## config.mk

```make
export PLATFORM = sky130hd
export DESIGN_NAME = cv32e40s_data_obi_responder
export DESIGN_NICKNAME = d
export VERILOG_FILES = /design/src/rtl/cv32e40s_pkg.sv /design/src/rtl/cv32e40s_obi_resp_fifo.sv /design/src/rtl/cv32e40s_data_obi_responder.sv
export SDC_FILE = /design/constraint.sdc
export NUM_CORES = 1
export LEC_CHECK = 0
export CAP_MARGIN = 20
export CORE_MARGIN = 8
export CORE_UTILIZATION = 23
export DETAILED_ROUTE_END_ITERATION = 10
export SLEW_MARGIN = 10
export SYNTH_ARGS = -nofsm -noshare
export SYNTH_HDL_FRONTEND = slang
export SYNTH_SLANG_ARGS = --single-unit
```

## constraint.sdc

```tcl
create_clock -name clk -period 3.4 [get_ports clk]
set_input_delay 0.85 -clock clk [delete_from_list [all_inputs] [get_ports clk]]
set_output_delay 0.85 -clock clk [all_outputs]
set_load 0.01 [all_outputs]
```

## src/rtl/cv32e40s_pkg.sv

```systemverilog
// Shared OBI data-side integrity definitions, used by both the master and responder sides.
package cv32e40s_pkg;

  localparam int unsigned OBI_DATA_ACHK_W = 12;
  localparam int unsigned OBI_DATA_RCHK_W = 5;

  // A-channel fields covered by the address-phase checksum
  typedef struct packed {
    logic [31:0] addr;
    logic        we;
    logic [3:0]  be;
    logic [31:0] wdata;
    logic [2:0]  prot;
    logic [1:0]  memtype;
    logic        dbg;
  } obi_data_req_t;

  // R-channel entry as queued between SRAM and the response port
  typedef struct packed {
    logic [31:0] rdata;
    logic        err;
  } obi_data_resp_t;

  function automatic logic [OBI_DATA_ACHK_W-1:0] calc_data_achk(input obi_data_req_t req);
    logic [OBI_DATA_ACHK_W-1:0] achk;
    achk = '0;
    for (int unsigned i = 0; i < 4; i++) begin
      achk[8+i] = ^req.wdata[8*i +: 8];
      achk[i]   = ^req.addr[8*i +: 8];
    end
    achk[7] = ^6'b0;
    achk[6] = ~^req.dbg;
    achk[5] = ~^{req.be, req.we};
    achk[4] = ~^{req.prot, req.memtype};
    return achk;
  endfunction

  // exokay is not supported on the data port and contributes a constant 0
  function automatic logic [OBI_DATA_RCHK_W-1:0] calc_data_rchk(input logic [31:0] rdata,
                                                               input logic        err);
    logic [OBI_DATA_RCHK_W-1:0] rchk;
    rchk = '0;
    for (int unsigned i = 0; i < 4; i++) begin
      rchk[i] = ^rdata[8*i +: 8];
    end
    rchk[4] = ^{err, 1'b0};
    return rchk;
  endfunction

endpackage

```

## src/rtl/cv32e40s_obi_resp_fifo.sv

```systemverilog
// Small circular response FIFO with occupancy count; depth need not be a power of two.
module cv32e40s_obi_resp_fifo #(
  parameter int unsigned DEPTH = 2,
  parameter type         T     = logic,
  parameter int unsigned CNT_W = $clog2(DEPTH + 1)
) (
  input  logic             clk,
  input  logic             rst,
  input  logic             push,
  input  T                 push_data,
  input  logic             pop,
  output T                 head_data,
  output logic             full,
  output logic             empty,
  output logic [CNT_W-1:0] count
);

  localparam int unsigned PTR_W = (DEPTH > 1) ? $clog2(DEPTH) : 1;
  localparam logic [PTR_W-1:0] LAST_PTR = PTR_W'(DEPTH - 1);

  T                 storage [DEPTH];
  logic [PTR_W-1:0] wr_ptr;
  logic [PTR_W-1:0] rd_ptr;
  logic [CNT_W-1:0] cnt;

  // Pointer and occupancy bookkeeping; pointers wrap at DEPTH-1
  always_ff @(posedge clk or posedge rst) begin
    if (rst) begin
      wr_ptr <= '0;
      rd_ptr <= '0;
      cnt    <= '0;
    end else begin
      if (push) wr_ptr <= (wr_ptr == LAST_PTR) ? '0 : wr_ptr + 1'b1;
      if (pop)  rd_ptr <= (rd_ptr == LAST_PTR) ? '0 : rd_ptr + 1'b1;
      unique case ({push, pop})
        2'b10:   cnt <= cnt + 1'b1;
        2'b01:   cnt <= cnt - 1'b1;
        default: cnt <= cnt;
      endcase
    end
  end

  // Entry storage needs no reset: occupancy gates every read
  always_ff @(posedge clk) begin
    if (push) storage[wr_ptr] <= push_data;
  end

  // Status and head view
  always_comb begin
    head_data = storage[rd_ptr];
    full      = (cnt == CNT_W'(DEPTH));
    empty     = (cnt == '0);
    count     = cnt;
  end

  a_no_overflow:  assert property (@(posedge clk) disable iff (rst) !(push && full));
  a_no_underflow: assert property (@(posedge clk) disable iff (rst) !(pop && empty));

endmodule

```

## src/rtl/cv32e40s_data_obi_responder.sv

```systemverilog
// OBI data responder with Xsecure integrity checks in front of a 1-cycle-latency SRAM port.
module cv32e40s_data_obi_responder
  import cv32e40s_pkg::*;
#(
  parameter int unsigned MAX_OUTSTANDING = 2,
  parameter int unsigned MEM_WORDS       = 1024
) (
  input  logic                         clk,
  input  logic                         rst,
  input  logic                         obi_req_i,
  input  logic                         obi_reqpar_i,
  output logic                         obi_gnt_o,
  output logic                         obi_gntpar_o,
  input  logic [31:0]                  obi_addr_i,
  input  logic                         obi_we_i,
  input  logic [3:0]                   obi_be_i,
  input  logic [31:0]                  obi_wdata_i,
  input  logic [2:0]                   obi_prot_i,
  input  logic [1:0]                   obi_memtype_i,
  input  logic                         obi_dbg_i,
  input  logic [OBI_DATA_ACHK_W-1:0]   obi_achk_i,
  output logic                         obi_rvalid_o,
  output logic                         obi_rvalidpar_o,
  output logic [31:0]                  obi_rdata_o,
  output logic                         obi_err_o,
  output logic [OBI_DATA_RCHK_W-1:0]   obi_rchk_o,
  input  logic                         resp_hold_i,
  output logic                         mem_req_o,
  output logic                         mem_we_o,
  output logic [$clog2(MEM_WORDS)-1:0] mem_addr_o,
  output logic [3:0]                   mem_be_o,
  output logic [31:0]                  mem_wdata_o,
  input  logic [31:0]                  mem_rdata_i,
  output logic                         achk_err_o,
  output logic                         reqpar_err_o
);

  localparam int unsigned MEM_AW     = $clog2(MEM_WORDS);
  localparam int unsigned CNT_W      = $clog2(MAX_OUTSTANDING + 1);
  localparam logic [32:0] ADDR_LIMIT = 33'(4 * MEM_WORDS);

  obi_data_req_t  a_req;
  logic           accept;
  logic           achk_mismatch;
  logic           addr_oor;
  logic           acc_err;

  logic           pipe_valid;
  logic           pipe_we;
  logic           pipe_err;

  obi_data_resp_t push_data;
  obi_data_resp_t head_data;
  logic           fifo_full;
  logic           fifo_empty;
  logic [CNT_W-1:0] fifo_count;
  logic [CNT_W-1:0] count;

  // A-channel checks, grant and SRAM strobe
  always_comb begin
    a_req         = '{addr: obi_addr_i, we: obi_we_i, be: obi_be_i, wdata: obi_wdata_i,
                      prot: obi_prot_i, memtype: obi_memtype_i, dbg: obi_dbg_i};
    count         = CNT_W'(pipe_valid) + fifo_count;
    obi_gnt_o     = (count < CNT_W'(MAX_OUTSTANDING));
    obi_gntpar_o  = !obi_gnt_o;
    accept        = obi_req_i && obi_gnt_o;
    reqpar_err_o  = (obi_reqpar_i == obi_req_i);
    achk_mismatch = (calc_data_achk(a_req) != obi_achk_i);
    addr_oor      = ({1'b0, obi_addr_i} >= ADDR_LIMIT);
    acc_err       = achk_mismatch || reqpar_err_o || addr_oor;
    mem_req_o     = accept && !acc_err;
    mem_we_o      = obi_we_i;
    mem_addr_o    = obi_addr_i[MEM_AW+1:2];
    mem_be_o      = obi_be_i;
    mem_wdata_o   = obi_wdata_i;
  end

  // Pipe stage tracks the transfer while the SRAM read is in flight; achk error pulse
  always_ff @(posedge clk or posedge rst) begin
    if (rst) begin
      pipe_valid <= 1'b0;
      pipe_we    <= 1'b0;
      pipe_err   <= 1'b0;
      achk_err_o <= 1'b0;
    end else begin
      pipe_valid <= accept;
      achk_err_o <= accept && achk_mismatch;
      if (accept) begin
        pipe_we  <= obi_we_i;
        pipe_err <= acc_err;
      end
    end
  end

  // Errored transfers never touched the SRAM, so their read data is forced to zero
  always_comb begin
    push_data       = '0;
    push_data.rdata = (pipe_we || pipe_err) ? '0 : mem_rdata_i;
    push_data.err   = pipe_err;
  end

  cv32e40s_obi_resp_fifo #(
    .DEPTH (MAX_OUTSTANDING),
    .T     (obi_data_resp_t),
    .CNT_W (CNT_W)
  ) resp_fifo_i (
    .clk       (clk),
    .rst       (rst),
    .push      (pipe_valid),
    .push_data (push_data),
    .pop       (obi_rvalid_o),
    .head_data (head_data),
    .full      (fifo_full),
    .empty     (fifo_empty),
    .count     (fifo_count)
  );

  // R-channel from FIFO head; idle outputs read as zero
  always_comb begin
    obi_rvalid_o    = !fifo_empty && !resp_hold_i;
    obi_rvalidpar_o = !obi_rvalid_o;
    obi_rdata_o     = obi_rvalid_o ? head_data.rdata : '0;
    obi_err_o       = obi_rvalid_o && head_data.err;
    obi_rchk_o      = calc_data_rchk(obi_rdata_o, obi_err_o);
  end

  a_count_bound: assert property (@(posedge clk) disable iff (rst)
                                  count <= CNT_W'(MAX_OUTSTANDING));
  a_push_room:   assert property (@(posedge clk) disable iff (rst) pipe_valid |-> !fifo_full);
  a_gntpar:      assert property (@(posedge clk) disable iff (rst) obi_gntpar_o == !obi_gnt_o);
  a_rvalid_data: assert property (@(posedge clk) disable iff (rst) obi_rvalid_o |-> !fifo_empty);

endmodule

```

* Word-level counts from Yosys, hierarchy flattened
Memory sizes are Yosys's and may differ from the RTL's.
Index checks and enable logic that the tools add are counted.
** Word-level totals
- Register bits :: 8
- RAM bits :: 66
- Output and inout port bits :: 92
- Word-level logic and storage cells :: 57
- Memories kept :: 1
** Operators by class
- Add/subtract/negate cells :: 5
- $lt $le $gt $ge :: 2
- Eq/ne operators :: 4
- Muxes and demuxes :: 7
- Bitwise gates (word level) :: 1
- Reductions and logical operators :: 30
** Memories
- resp_fifo_i.storage :: depth 2, bits a word 33, read ports 1, clocked after memory_dff 0, write ports 1, line cv32e40s_obi_resp_fifo.sv:21 : T storage [DEPTH];
** Operator list (number)
- XOR reduction 8 bit :: 12
- two-way mux 32 bit :: 2
- greater-or-equal comparator 32 x 13 -> 1 bit, second input constant :: 1
- inequality test 12 bit :: 1
- XNOR reduction 5 bit :: 2
- logical AND 1 bit :: 5
- zero test 1 bit :: 5
- two-way mux 1 bit :: 4
- one-hot mux 2 bit (2 select lines) :: 1
- logical OR 1 bit :: 3
- adder 1 bit, second input constant :: 2
- adder 1 x 2 -> 2 bit :: 1
- adder 2 x 1 -> 2 bit, second input constant :: 1
- == test 2 x 1 -> 1 bit, second input constant :: 1
- == test 2 bit, second input constant :: 1
- zero test 2 bit :: 1
- < comparator 2 bit, second input constant :: 1
- nonzero test 2 bit :: 1
- XOR reduction 2 bit :: 1
- subtractor 2 x 1 -> 2 bit, second input constant :: 1
- == test 1 bit :: 1
- inverter 1 bit :: 1

* Longest topological paths before layout
Gate-level depths: netlist (run 1).
- Word-level depth :: 6
- Depth in mapped cells :: 7
- Mapped depth without buffers :: 7

* Cells and area by module
From an unflattened synthesis (run 1), not the netlist that was laid out.
** Second synthesis, totals
- Cell total of the unflattened synthesis :: 411
- Area total of the unflattened synthesis :: 5027.3 um^2
** By module, submodules not included
- cv32e40s_obi_resp_fifo :: times used 1, cells each 120, area each 2721.4 um^2
- cv32e40s_data_obi_responder :: times used 1, cells each 291, area each 2306.0 um^2

* Worst setup path after synthesis (run 1)
No wires, ideal clock.
- Kind :: input port to output port
- Start :: in obi_addr_i[30]
- End :: out mem_req_o
- Arrival time :: 2.308 ns
- Path slack :: 0.242 ns
- Cell stages on the path :: 7
- Buffers on the path :: 0
- Cells stage by stage :: inv_1 ha_1 xnor3_1 xnor2_2 nand4_1 nor4_1 o2111a_1
** On the way
- Longest elaborated chain between the ends :: 6
** RTL lines
- start, declared :: line cv32e40s_data_obi_responder.sv:14 : input logic [31:0] obi_addr_i,
- branches (longest 3 deep; another with greater-or-equal comparator 32 x 13 -> 1 bit)
- logical OR 1 bit (*) :: line cv32e40s_data_obi_responder.sv:70 : acc_err = achk_mismatch || reqpar_err_o || addr_oor;
- zero test 1 bit (*) :: line cv32e40s_data_obi_responder.sv:71 : mem_req_o = accept && !acc_err;
- logical AND 1 bit (*) :: line cv32e40s_data_obi_responder.sv:71
- end, declared :: line cv32e40s_data_obi_responder.sv:28 : output logic mem_req_o,
Every way passes the cells marked *.

* Worst setup path after layout (run 1)
- Start :: in obi_addr_i[0]
- End :: out mem_req_o
Same word-level chain as after synthesis.

==> out/results.txt, run 1 <==
Detailed placement ended at an HPWL of 11.37 mm. Across all register-to-register paths, the minimum setup slack is 1.62 ns. STA classifies the critical path startpoint as a primary input.

The logs give 0.3722 for the final design utilization and 1 for the number of antenna violations at the first check in global routing. Global routing finished with a remaining overflow of 0. The full die area was 26890 µm²; the met2 usage in global routing was 0.1946. Counting every instance in the synthesized netlist gives 441. The tools report the reg-to-reg critical path startpoint as resp_fifo_i.count[0]. In this run the mean area of a mapped cell was 11.42 µm².

The most numerous cell type found on the critical path is sky130_fd_sc_hd__buf_6. In this run the critical register-to-register path is captured at pipe_we. Setup repair after global routing could not meet its margin everywhere. The die is 164.0 µm wide. The largest net degree at the start of global routing is 39, and the starting DRC count in detailed routing is 119. At the pin with the least slew margin, the transition time is 0.9153 ns. The tightest min-delay check is of the reg -> reg type. TritonCTS built the clock tree. The worst-case clock skew came out at 0.008940 ns. The clock net in this run drives a total of 74 sinks. The global routing usage on met1 was 0.1094. The tools report the number of buffers created by CTS as 9. Final hold analysis gives a worst-case slack of 0.5226 ns. The critical path ends at mem_req_o. Counting cells, the worst reg-to-reg path comes to 5.

Synthesis instantiated 31 different standard cells from the library. After clock tree synthesis, the clock-pin slew on the worst setup and hold paths is 0.06 ns. The arrival time of the worst setup path came out at 2.53 ns. The routing layer with the top usage in global route is met2. Data on the critical path is required at its endpoint by 2.55 ns. Summing every instance area after synthesis gives 5037 µm². After floorplanning, the core was sized to cover 21690 µm². Setup violations remaining at the end of the flow were counted as 0. The met3 global-route usage is 0.04236, and the final estimated routing congestion in global placement is 0.7534.

After detailed routing, the average wire length per cell comes to 15.50 µm. Starting density of the core: 0.2323. The total number of yosys warnings is 0, and the I/O pin count is 216. The run gives 0.3898 as the worst-case headroom to the max-slew limit. Total power for the finished layout comes to 0.005001 W.

Across the run, the number of max-cap violations was 0. The run gives 0 as the final-report hold violation count. The flip-flop cell with the highest count after synthesis was sky130_fd_sc_hd__edfxtp_1. The clock passes through at most 2 buffers. STA classifies the critical path endpoint as an output port.

The cell count of the worst hold path is 1, and the minimum clock period is 3.385 ns. The number of enable-type register cells in the synthesized netlist works out to 66. The top cell type's share of synthesized area was 0.3934; the largest voltage drop on the vdd net was 0.0002720 V.

Setup slack on the critical path of the routed design comes to 0.01533 ns. The share of synthesized flip-flops with an asynchronous set or reset was 0.1081. The commonest non-fill, non-tap cell in the layout was sky130_fd_sc_hd__clkdlybuf4s50_1.

When the netlist entered floorplanning its net count stood at 586. The floorplan step set the die height to 164.0 µm. Ranked by total cell area, the synthesized netlist is headed by sky130_fd_sc_hd__edfxtp_1 (39%), sky130_fd_sc_hd__mux2i_1 (9.7%), sky130_fd_sc_hd__xnor2_1 (8.5%). The logs give 3660 for the total via count in the routed design and 14.45 mm for the routed wire length. For this run, design rule violations remaining after detail routing come to 0. The top cell types in the final layout, fill and taps aside, are sky130_fd_sc_hd__clkdlybuf4s50_1 (175), sky130_fd_sc_hd__edfxtp_1 (66), sky130_fd_sc_hd__mux2i_1 (49).

The tools report the final-report max-slew violation count as 0. For the total iterations of the first detailed-routing run, the log shows 4. The post-detailed-route via-to-cell ratio came out at 3.927. The detail route stage leaves a number of antenna-violating nets equal to 0.

The critical path is of the in -> out type. The tools report the sequential-to-total area share from yosys stat as 0.4332. In this run the worst setup path begins at obi_addr_i[0]. During placement, the flow inserted port buffers numbering 215. The number of core rows is 54. Achievable clock frequency: 295.5 MHz. The tree is rooted in a sky130_fd_sc_hd__clkbuf_16. The cell area power density is 619.6 nW/µm², and the via count of the first global-routing pass is 4160.

The biggest area contributor in the post-synthesis netlist is sky130_fd_sc_hd__edfxtp_1. On the critical path, the stage with the largest delay is an instance of sky130_fd_sc_hd__xnor3_1. The analysis attributes to cell leakage a power of 3.328 nW.

Along the worst path, the maximum fanout reaches 2. The largest stage delay on the critical path is 0.41 ns. The tools report the number of H-tree levels as 3. The total of flip-flops plus latches after synthesis is 74, and the post-route clock period utilization is 0.9955. The clock reaches the later pin of the worst-skew pair after 0.33 ns.

The global-route usage over all layers came out at 0.1061. The first global-routing pass estimated 21.88 mm of wire. For the final layout net count, the log shows 791.

The flow ran to the end, and the final reports show no timing, DRC or antenna violations. For the worst slack at placement, the log shows -0.9191 ns. The ratio of cells with drive above 1 in the final layout came out at 0.1997.

The number of buffers inserted by hold repair at cts is 0, and the layout overhead on the synthesized area is 60.23%. The critical path goes through buf_6, inv_2, ha_4, xnor3_1, xnor2_2, nand4_1, nor4_2, o2111a_1, buf_6.
cell usage after synthesis, types with 2 or more instances:
cell type	n
sky130_fd_sc_hd__buf_2	5
sky130_fd_sc_hd__nor2_1	44
sky130_fd_sc_hd__edfxtp_1	66
sky130_fd_sc_hd__dfrtp_1	8
sky130_fd_sc_hd__o21ai_0	2
sky130_fd_sc_hd__mux2i_1	49
sky130_fd_sc_hd__inv_1	37
sky130_fd_sc_hd__xnor3_1	10
sky130_fd_sc_hd__clkbuf_1	7
sky130_fd_sc_hd__and2_1	34
sky130_fd_sc_hd__buf_4	49
sky130_fd_sc_hd__xnor2_1	49
sky130_fd_sc_hd__xor2_1	40
sky130_fd_sc_hd__ha_1	21
sky130_fd_sc_hd__nor4_1	2
sky130_fd_sc_hd__nand3_1	2
sky130_fd_sc_hd__nand4_1	2
metrics by stage:
stage	TNS (ns)	instance area [µm²]	cells
global placement	-0.8761	7417	908
finish	0	8071	932
CTS	0	8031	930
detailed placement	-0.9191	7417	908
floorplan	0	5037	441
global route	-0.06765	8071	932
critical path: cells and delay by family:
kind,cells,cell delay [ns]
compound gates,1,0.22
xor+xnor,2,0.57
fa+ha+maj,1,0.26
buf+inv,3,0.22
simple gates,2,0.43
worst min-delay path by stage:
stage	start	end
final	pipe_valid	resp_fifo_i.wr_ptr
after global routing	pipe_we	pipe_we
after CTS	pipe_valid	resp_fifo_i.wr_ptr
after detailed placement	pipe_we	pipe_we
after global placement	pipe_we	pipe_we
after floorplan	resp_fifo_i.wr_ptr	resp_fifo_i.wr_ptr
flip-flops by register name (all words and copies together), names as in the netlist:
signal               count
resp_fifo_i.count        2
pipe_err                 1
pipe_valid               1
resp_fifo_i.rd_ptr       1
resp_fifo_i.wr_ptr       1
resp_fifo_i.storage     66
pipe_we                  1
achk_err_o               1
logic make-up after synthesis:
family / after synthesis / share of synthesized area
AO/OA/AOI/OAI: 8 / 0.01143
XOR/XNOR: 100 / 0.2027
adder cells (fa/ha/maj): 21 / 0.05216
buffers and inverters: 98 / 0.1108
flip-flops: 74 / 0.4332
multiplexers: 50 / 0.09960
AND/OR/NAND/NOR: 90 / 0.09016
power by group:
| part | switching (W) | internal [W] | total, W |
|---|---|---|---|
| clock network | 0.000357 | 0.000793 | 0.00115 |
| registers | 0.000157 | 0.00126 | 0.00142 |
| logic | 0.00109 | 0.00135 | 0.00244 |
| total | 0.00160 | 0.00340 | 0.00500 |
area by class of cell:
cell class,instances,area [µm²]
Tap cell,280,350.3
Multi-Input combinational cell,269,2596
Clock inverter,5,128.9
Timing Repair Buffer,255,2439
Fill cell,2126,13620
Antenna cell,1,2.502
Inverter,37,138.9
Sequential cell,74,2183
Clock buffer,11,232.7
per-layer routing:
metal	part of all wire	wire length (µm)
met1	0.38	5548
met5	0	0
met2	0.52	7500
met3	0.087	1253
met4	0.0099	143
repair_timing:
| item | 4_1_cts | 5_1_grt |
|---|---|---|
| resized for setup | 131 | 7 |
| setup buffers | 6 | 0 |
| endpoints found under the setup margin | 1 | 1 |
| pin swaps | 38 | 9 |
No activity file was read; power rests on OpenSTA's default activity.
==> inputs of run 2 (changes only) <==
--- a/config.mk
+++ b/config.mk
@@ -5,10 +5,10 @@
 export SDC_FILE = /design/constraint.sdc
 export NUM_CORES = 1
 export LEC_CHECK = 0
-export CAP_MARGIN = 20
 export CORE_MARGIN = 8
 export CORE_UTILIZATION = 23
 export DETAILED_ROUTE_END_ITERATION = 10
+export SKIP_CTS_REPAIR_TIMING = 1
 export SLEW_MARGIN = 10
 export SYNTH_ARGS = -nofsm -noshare
 export SYNTH_HDL_FRONTEND = slang
==> constraint.sdc (replaced) <==
create_clock -name clk -period 3.38 [get_ports clk]
set_input_delay 0.845 -clock clk [delete_from_list [all_inputs] [get_ports clk]]
set_output_delay 0.845 -clock clk [all_outputs]
set_load 0.01 [all_outputs]
==> out/results.txt, run 2 (synthesized netlist as in run 1, its figures left out) <==
The worst setup path is launched from a primary input. Clock latency on the worst-skew pair, taken at its later pin, is 0.33 ns. Slew at the pin closest to its max-slew limit: 1.076 ns.

The tools report the relative contribution of the clock network to total power as 0.231. The number of buffers created by CTS is 9. The endpoint identified for the worst register-to-register timing path is pipe_we. The die height works out to 164.0 µm. Based on the critical path, the design can be clocked at up to 291.5 MHz. On the worst path, the slowest cell contributes a delay of 0.44 ns. In this run the worst path has a maximum fanout of 2. Excluding fillers, the count of instances in the completed layout stands at 926. Relative to the synthesized area, the layout overhead comes to 62.10%. Cell count of the worst hold path: 1.

The reg-to-reg critical path startpoint is resp_fifo_i.count[0]. Power spread over the standard cell area amounts to 614.7 nW/µm². The number of antenna violations at the first check in global routing was 0; the required time at the worst-slack endpoint was 2.53 ns. 216 I/O pins were placed. For the overflow left after global routing, the log shows 0. For the worst flop-to-flop path, the logic depth is 5. The number of antenna diodes in the final layout is 0. The final estimated routing congestion in global placement came out at 0.7541. Once layout is done, the placed cells without fillers occupy 8165 µm². The die is 164.0 µm wide. The number of buffers between clock root and the deepest sink is 2, and the number of input and output port buffers inserted is 215.

Start point of the worst hold path: pipe_valid. In the final design database the tool counted 786 nets. VDD sags by at most 0.0002817 V. The number of flip-flops in the largest register is 66, and the number of placed instances with taps included is 908. In this run, the number of DRC markers left after iteration 0 of detailed routing was 87.

The largest individual stage delay along the critical path comes from the cell sky130_fd_sc_hd__xnor3_2. The run gives -0.05027 ns as the least setup slack across all paths after layout. Entering global routing, the biggest net connects 39 pins. Internal power comes to 0.003397 W. The final reports fail on negative setup slack. The number of H-tree levels was 3.

For the power spent charging and discharging nets, the log shows 0.001622 W. The completed layout was analyzed and its total power is 0.005020 W. The routed wire length was 14.57 mm. The category of the critical setup timing path was in -> out. For the worst-case headroom to the max-slew limit, the log shows 0.2808. Once placement finished, the instance area stood at 7417 µm².

In the routed layout, each cell is associated on average with a via count of 3.962. The tree is rooted in a sky130_fd_sc_hd__clkbuf_16. The signal on the critical path passes through dlymetal6s2s_1, inv_2, ha_4, xnor3_2, xnor2_2, nand2_2, nor4_2, o2111a_1, buf_6.

The starting density of the core came out at 0.2323. Detailed routing inserted a total of 3669 vias. The count of nets left with antenna violations once routing finished came out at 0. The tree built by TritonCTS fans out to 74 sinks.

The largest registers in the layout are resp_fifo_i.storage (66), resp_fifo_i.count (2). TritonCTS built the clock tree. The detailed-route DRC error count is 0, and the clock transition at the register clock pins on the worst setup and hold paths after CTS is 0.06 ns. Leaving out fill and tap cells, the most frequent cells in the layout are sky130_fd_sc_hd__clkdlybuf4s50_1 (176), sky130_fd_sc_hd__edfxtp_1 (66), sky130_fd_sc_hd__mux2i_1 (49).

The via count of the first global-routing pass came out at 4066. The run gives 3.549 nW as the cell leakage power. The average wire per cell in the routed design was 15.74 µm. The logs give 0.285 for the sequential group share of total power and 4 for the total iterations of the first detailed-routing run. The logs give 21.19 mm for the wire length of the first global-routing pass and 0 for the final-report hold violation count. The path with the worst hold slack has its endpoint at resp_fifo_i.wr_ptr.

The net switching fraction of the power works out to 0.3232. The total area inside the core boundary comes to 21690 µm². The tools report the global-route usage over all layers as 0.1024. The kind of cell adding the most delay to the critical path is XOR/XNOR gates. The minimum clock period works out to 3.430 ns. Setup repair after global routing could not meet its margin everywhere. The type of element capturing the critical path was an output port.

The part of the power in combinational logic is 0.485, and the worst-case clock skew is 0.007966 ns. Type of the most critical hold path: reg -> reg. The commonest non-fill, non-tap cell in the layout is sky130_fd_sc_hd__clkdlybuf4s50_1. The register with the most flip-flops in the final layout is resp_fifo_i.storage.

The ratio of cells with drive above 1 in the final layout came out at 0.1842. The count of final setup violators was 1. The flow ran to the end, but the final reports show violations.

The sum of net half-perimeters after detailed placement came out at 11.38 mm. In this run the core area contains 54 standard-cell rows. Max-cap violations in this run came to 0. The final-report max-slew violation count was 0; the arrival time of the worst setup path was 2.59 ns. The die covers 26890 µm². The worst register-to-register path has a setup slack of 1.61 ns.

Together, buffers and inverters on the worst path number 3. The number of fill cells in the layout was 2111; the post-route clock period utilization was 1.015.
[run 2: changes by cell type in the layout (fill, tap and decap cells not counted), sizes merged]
cell | previous run | this run
dlymetal6s2s | 2 | 31
dlygate4sd2 | 21 | 0
buf | 54 | 38
clkbuf | 12 | 16
clkdlybuf4s15 | 2 | 0
clkdlybuf4s50 | 175 | 176
diode | 1 | 0
[run 2: area by class of cell]
class                           count  area, µm²  area share
Multi-Input combinational cell    269       2630      0.3221
Timing Repair Buffer              250       2496      0.3057
Sequential cell                    74       2183      0.2674
Tap cell                          280      350.3     0.04291
Clock buffer                       11      232.7     0.02850
Inverter                           37      143.9     0.01762
Clock inverter                      5      128.9     0.01578
[run 2: worst max path at each step]
stage                endpoint  slack (ns)            from  cells past startpoint
finish              mem_req_o       -0.05  obi_addr_i[13]                      9
global route        mem_req_o       -0.16   obi_addr_i[0]                      9
CTS                 mem_req_o       -0.93   obi_addr_i[6]                      9
detailed placement  mem_req_o       -0.92   obi_addr_i[6]                      9
global placement    mem_req_o       -0.89   obi_addr_i[6]                      9
floorplan           mem_req_o        0.23  obi_addr_i[30]                      7
[run 2: power by group through the flow]
stage | registers (W) | clock network [W] | logic (W)
after floorplan | 0.00140 | 0 | 0.00141
after global placement | 0.00144 | 0 | 0.00240
after detailed placement | 0.00145 | 0 | 0.00241
after CTS | 0.00143 | 0.00119 | 0.00242
after global routing | 0.00146 | 0.00122 | 0.00265
final | 0.00143 | 0.00116 | 0.00243
[run 2: through the flow]
stage	setup slack (ns)	util	hold WS, ns	TNS (ns)
global placement	-0.8861	0.3420	0.5167	-0.8861
floorplan	0.2324	-	0.4535	0
global route	-0.1560	0.3765	0.5584	-0.1560
finish	-0.05027	0.3765	0.5218	-0.05027
detailed placement	-0.9224	0.3420	0.5280	-0.9224
CTS	-0.9314	0.3587	0.5350	-0.9314
[run 2: per-layer routing]
metal | vias up | wire, µm | share of wire | track usage
li1 | 1815 | - | - | -
met1 | 1695 | 5503 | 0.38 | 0.1061
met2 | 150 | 7562 | 0.52 | 0.1854
met3 | 9 | 1363 | 0.094 | 0.04436
met4 | 0 | 142 | 0.0097 | 0.02769
met5 | - | 0 | 0 | 0
[run 2: worst reg2reg max path, delay by kind of cell (launching register included)]
family	cells	cell delay, ns
and+or+nand+nor	2	0.32
DFF	1	0.47
xor gates and xnor gates	1	0.32
buffers and inverters	1	0.20
muxes	1	0.35
